[src/rtl/div_unit.sv]
// div_unit: iterative radix-2 restoring UDIV/SDIV with start/busy/done handshake
module div_unit #(
  parameter int N = 64
) (
  input  logic         clk,
  input  logic         reset,
  input  logic [N-1:0] a,
  input  logic [N-1:0] b,
  input  logic         is_signed,
  input  logic         start,
  output logic         busy,
  output logic         done,
  output logic [N-1:0] quotient,
  output logic [N-1:0] remainder,
  output logic         div_by_zero
);
  localparam int CW = $clog2(N);
  localparam logic [CW-1:0] CNT_MAX = CW'(N - 1);
  typedef enum logic [1:0] {IDLE, RUN, DONE} state_t;
  state_t state, state_nx;
  logic [N-1:0] dvd, dvs, rem, rem_nx, quo_nx, abs_a, abs_b;
  logic [N:0] r_sh, diff;
  logic [CW-1:0] cnt;
  logic neg_q, neg_r, sa, sb, ge, b_zero;
  assign busy = state != IDLE;
  assign done = state == DONE;
  assign b_zero = b == '0;
  always_comb begin
    sa = is_signed & a[N-1];
    sb = is_signed & b[N-1];
    abs_a = sa ? -a : a;
    abs_b = sb ? -b : b;
    r_sh = {rem, dvd[N-1]};
    diff = r_sh - {1'b0, dvs};
    ge = ~diff[N];
    rem_nx = ge ? diff[N-1:0] : r_sh[N-1:0];
    quo_nx = {dvd[N-2:0], ge};
  end
  always_comb begin
    state_nx = state;
    state_nx = state == IDLE ? (start ? (b_zero ? DONE : RUN) : IDLE) :
               state == RUN  ? (cnt == '0 ? DONE : RUN) : IDLE;
  end
  always_ff @(posedge clk) state <= !reset ? IDLE : state_nx;
  always_ff @(posedge clk) begin
    if (!reset) begin
      dvd <= '0;
      dvs <= '0;
      rem <= '0;
      cnt <= '0;
      neg_q <= 1'b0;
      neg_r <= 1'b0;
      quotient <= '0;
      remainder <= '0;
      div_by_zero <= 1'b0;
    end else if (state == IDLE && start) begin
      quotient <= '0;
      remainder <= b_zero ? a : '0;
      div_by_zero <= b_zero;
      if (!b_zero) begin
        dvd <= abs_a;
        dvs <= abs_b;
        rem <= '0;
        cnt <= CNT_MAX;
        neg_q <= sa ^ sb;
        neg_r <= sa;
      end
    end else if (state == RUN) begin
      rem <= rem_nx;
      dvd <= quo_nx;
      cnt <= cnt - 1'b1;
      if (cnt == '0) begin
        quotient <= neg_q ? -quo_nx : quo_nx;
        remainder <= neg_r ? -rem_nx : rem_nx;
      end
    end
  end
endmodule

[config.mk]
export PLATFORM = sky130hd
export DESIGN_NAME = div_unit
export DESIGN_NICKNAME = d
export VERILOG_FILES = /design/src/rtl/div_unit.sv
export SDC_FILE = /design/constraint.sdc
export NUM_CORES = 1
export LEC_CHECK = 0
export CORE_ASPECT_RATIO = 0.8
export CORE_MARGIN = 5
export CORE_UTILIZATION = 50
export CTS_CLUSTER_DIAMETER = 60
export CTS_CLUSTER_SIZE = 16
export DETAILED_ROUTE_END_ITERATION = 8
export HOLD_SLACK_MARGIN = 0.03
export PLACE_DENSITY = 0.77
export SLEW_MARGIN = 20
export SYNTH_ARGS = -nofsm -noshare
export SYNTH_HDL_FRONTEND = slang
export SYNTH_SLANG_ARGS = --single-unit
export TNS_END_PERCENT = 5
[constraint.sdc]
create_clock -name clk -period 7.8 [get_ports clk]
set_clock_uncertainty 0.1 [all_clocks]
set_input_delay 1.56 -clock clk [delete_from_list [all_inputs] [get_ports clk]]
set_output_delay 1.56 -clock clk [all_outputs]
set_load 0.1 [all_outputs]
[Word level (Yosys, flattened, before mapping)]
Cells that the tools add are included.
Widths: inputs -> output; s select.
Storage, ports and cells
  flip-flop bits (word level): 331
  input port bits: 132
  word-level logic and storage cells: 60
Operators by class
  $add $sub $neg: 6
  eq/ne operators: 3
  multiplexer cells: 23
  bitwise logic cells: 6
  reduce and logical (&&, ||, !) cells: 12
Operator list (count)
  $mux 64: 15
  $neg 64->64: 4
  $sub 65x64->65: 1
  $logic_not 64->1: 1
  $mux 6: 3
  $mux 2: 5
  $reduce_and 2->1: 4
  $logic_not 6->1: 1
  $reduce_bool 2->1: 3
  $sub 6x1->6 const B: 1
  $not 1->1: 3
  $and 1x1->1: 2
  $eq 2x1->1 const B: 1
  $eq 2x2->1 const B: 1
  $logic_not 2->1: 1
  $ne 2x2->1 const B: 1
  $reduce_or 2->1: 1
  $logic_and 1x1->1: 1
  $xor 1x1->1: 1

[Longest topological paths before layout]
  depth in word-level cells: 7
  gate-level depth with buffers: 28

[Worst setup path before layout]
Ideal clock, no wire load.
  kind: register to register
  from: reg dvd[63]
  to: reg remainder[44]
  data arrival time: 5881 ps
  setup slack: 1692 ps
  cell stages (with the launch flop): 29
  path buffers: 5
  period minus slack after synthesis: 6108 ps
  cells stage by stage: dfxtp_1 -> inv_1 -> ha_1 -> fa_1 -> nand2b_1 -> a211oi_4 -> o2111ai_2 -> a21boi_2 -> o211a_1 -> o21a_1 -> buf_6 -> nor2_8 -> inv_2 -> buf_6 -> buf_2 -> clkbuf_1 -> buf_2 -> nor2_1 -> a21oi_1 -> ha_1 -> nand2_1 -> or2_2 -> or3_1 -> mux2_2 -> or3_1 -> o41ai_1 -> xor2_1 -> a222oi_1 -> nor2_1
On the way
  word-level cells in the longest chain between the ends: 7
RTL lines
  start, declared: RTL line 21  | logic [N-1:0] dvd, dvs, rem, rem_nx, quo_nx, abs_a, abs_b;
  start signal, assigned: RTL line 61  | dvd <= abs_a;
  start signal, assigned: RTL line 70  | dvd <= quo_nx;
  $sub 65x64->65: RTL line 34  | diff = r_sh - {1'b0, dvs};
  $mux 64 (*): RTL line 36  | rem_nx = ge ? diff[N-1:0] : r_sh[N-1:0];
  $neg 64->64: RTL line 74  | remainder <= neg_r ? -rem_nx : rem_nx;
  $mux 64 (*): RTL line 74
  $mux 64 (*): RTL line 72  | if (cnt == '0) begin
  $mux 64 (*): RTL line 68  | end else if (state == RUN) begin
  $mux 64 (*): RTL line 56  | end else if (state == IDLE && start) begin
  end signal, assigned: RTL line 58  | remainder <= b_zero ? a : '0;
  end signal, assigned: RTL line 74
  end, declared: RTL line 14  | output logic [N-1:0] remainder,
Mark *: on every way between the ends. The rest lies on a longest branch, timed or not. The select of a mux whose other input is x is not followed.
A chain may end at the register's enable or synchronous reset.

[Final worst setup path]
Ends and elaborated chain as after synthesis.

==> flow_summary.yaml <==
logic_synthesis:
  synth_top_cell_by_area: "dfxtp_1"
  synth-main-ff-cell: "dfxtp_1"
  yosys_warnings: 0
  synth_edf_count: 0
  syn_area_per_cell_um2: 7.32
  synth_fp_nets: 3558
  synthCells: 3355
  netlist.area_leader.share: 0.270
  synth_cell_types: 102
  ys_seq_area_frac: 0.270
  async_flop_share: 0
  ys_seq_elements: 331
  netlist_area_um2: 24600
  synthTopCellsByArea: "dfxtp_1 27%, nor2_1 7.7%, a21oi_1 5.8%"
routing:
  vias: 26132
  dr.pass1.iters: 7
  ant_nets: 0
  drc: 0
  wl_um: 86800
  drt_iter0_drc: 3016
  wl_per_cell_um: 21.2
  via_per_inst: 6.39
timing:
  fmax_ghz: 0.149
  rsz0062_at_grt: "false"
  setup_tns_ns: 0
  slew_viol_final: 0
  hold_viol_final: 0
  fin_crit_sh: 0.863
  setup_viol: 0
  whs_ns: 0.354
  worst_pin_slew_ns: 1.10
  period_needed_ns: 6.73
  slew_headroom: 0.263
clock_network:
  clk_pin_slew_ns: 0.07
  clk_path_buf_depth: 3
  root_buffer: "clkbuf_16"
  ctsHoldBuffers: 0
  cts.sinks: 331
  htree_levels: 1
  cts.repair.resized: 0
  cts_made_buffers: 28
  cts_tree: "done"
  clock_latency_ns: 0.60
  cts_setup_buffers: 0
setup_path:
  crit_fanout: 19
  cp.arrival_ns: 7.07
  slowest_delay_ns: 0.57
  cp-end-kind: "flip-flop"
  reg2reg_to: "remainder[44]"
  cp-endpoint: "remainder[44]"
  critPathRequiredTime_ns: 8.14
  worstReg2RegStart: "dvd[63]"
  worstPathCellList: "inv_1, ha_1, fa_1, nand2b_1, a211oi_4, o2111ai_2, a21boi_2, o211a_1, o21a_1, nor2_8, inv_2, nor2_1, a21oi_1, ha_1, nand2_1, or2_2, or3_1, mux2_2, or3_1, o41ai_1, xor2_1, a222oi_1, nor2_1"
  rrSetupSlack_ns: 1.07
  reg2regPathDepth: 23
  slowest_stage: "o21a_1"
  critPathLaunch: "dvd[63]"
  critPathKind: "flip-flop to flip-flop"
  start_kind: "flip-flop"
global_routing:
  grtUsageTotal: 0.304
  grt_max_degree: 109
  grt_overflow: 0
  antenna_found_initial: 3
  grt_pass1_wl_um: 135000
  grt_pass1_vias: 23767
floorplanning:
  die_area_um2: 53700
  fp.coreArea_um2: 48500
  io_pins: 263
  fp.dieH_um: 208
  row_count: 72
  die_x_um: 258
  start_util: 0.507
power_and_ir_drop:
  comb_power_share: 0.325
  vdd_drop_max_uv: 158
  internal_power_mw: 2.99
  switchingPower_mw: 1.89
  clockPowerShare: 0.288
  power_density_nw_per_um2: 173
  pwr-share-seq: 0.387
  p_leak_nw: 10.2
  finalPower_mw: 4.88
  power_switching_share: 0.387
job:
  cap_violations: 0
finish:
  final_layout_size_suffix_gt1_frac: 0.0422
  antennaDiodeCount: 0
  area_growth_pct: 14.8
  nNetsFinal: 3651
  final_util: 0.582
worst_hold_path:
  min_path_type: "flip-flop to flip-flop"
placed_design:
  dpl.hpwl_um: 66300
  port_buffers: 262
  gp_congestion: 0.983
status:
  status: "completed"
[cell families after synthesis]
group	after synthesis	share of synthesized area
and+or+nand+nor	1225	0.231
AOI/OAI and AO/OA	1069	0.287
DFF	331	0.270
buffers and inverters	326	0.0530
xor gates and xnor gates	269	0.0959
adders and majority gates	71	0.0365
muxes	64	0.0265
[Yosys cell counts, types with 28 or more instances]
cell	n
xor2_1	157
xnor2_1	112
a21oi_1	287
o21ai_0	189
o31ai_1	45
a22oi_1	44
a31oi_1	88
inv_1	98
a211oi_1	142
nor3_1	82
nand2_1	294
dfxtp_1	331
clkbuf_1	169
nor4_1	40
ha_1	70
or3_1	55
mux2i_1	58
a221oi_1	49
nand2b_1	28
nand4_1	43
nand3_1	58
nor2_1	501
buf_2	33
[metal layers]
layer  share of wire  global-route usage
met2            0.44               0.479
met4           0.027              0.0705
met1            0.44               0.433
met5         0.00037                   0
met3           0.095              0.0570
[power by group through the flow]
| stage | Sequential [mW] | Clock (mW) | Combinational [mW] |
|---|---|---|---|
| after global routing | 1.90 | 1.48 | 1.71 |
| after CTS | 1.88 | 1.41 | 1.56 |
| final | 1.89 | 1.41 | 1.59 |
| after floorplan | 2.15 | 0 | 0.874 |
| after detailed placement | 1.92 | 0 | 1.55 |
| after global placement | 1.92 | 0 | 1.55 |
[worst max-delay path: cells and delay by family (launching register included)]
family | cells | cell delay, ns
simple gates | 8 | 1.67
fa+ha+maj | 3 | 1.02
flops | 1 | 0.36
mux | 1 | 0.32
buf+inv | 2 | 0.35
compound gates | 8 | 2.64
xor+xnor | 1 | 0.12
[final cells by class]
cell class,instances,area (um^2)
clock buffer,31,733
fill,4671,20300
timing repair buffer,289,2850
tap,629,787
inverter,100,380
sequential,331,6630
multi-input combinational,2698,16700
clock inverter,12,119
[placed cells by master (no fill, tap or decap), types with 29 or more instances in the layout]
| cell type | count |
|---|---|
| nor4_1 | 39 |
| a22oi_1 | 44 |
| nand2_1 | 290 |
| a221oi_1 | 49 |
| o21ai_0 | 189 |
| or3_1 | 55 |
| a31oi_1 | 88 |
| inv_1 | 98 |
| mux2i_1 | 58 |
| clkdlybuf4s50_1 | 262 |
| o31ai_1 | 45 |
| nand3_1 | 58 |
| nand4_1 | 43 |
| nor3_1 | 82 |
| ha_1 | 70 |
| a211oi_1 | 142 |
| nor2_1 | 498 |
| dfxtp_1 | 330 |
| xnor2_1 | 112 |
| clkbuf_16 | 29 |
| xor2_1 | 157 |
| a21oi_1 | 287 |
[through the flow]
step                instance area [um^2]  cells  worst slack [ns]
detailed placement                 27300   4047              1.28
finish                             28200   4090              1.07
global route                       28200   4090             0.719
CTS                                28200   4090              1.24
floorplan                          24600   3355              1.69
global placement                   27300   4047              1.52
[worst min-delay path by stage]
stage | start | end | cells after the start
after floorplan | dvs[58] | dvs[58] | 2
after global placement | dvs[63] | dvs[63] | 2
after detailed placement | dvs[57] | dvs[57] | 2
after CTS | dvs[57] | dvs[57] | 2
after global routing | dvs[0] | dvs[0] | 2
final | dvs[61] | dvs[61] | 2
[registers in the layout (all words and copies together), names as in the netlist]
name / count
dvs: 64
cnt: 6
neg_r: 1
dvd: 64
div_by_zero: 1
remainder: 64
rem: 64
state: 2
neg_q: 1
quotient: 64
No activity file was read; power rests on OpenSTA's default activity.
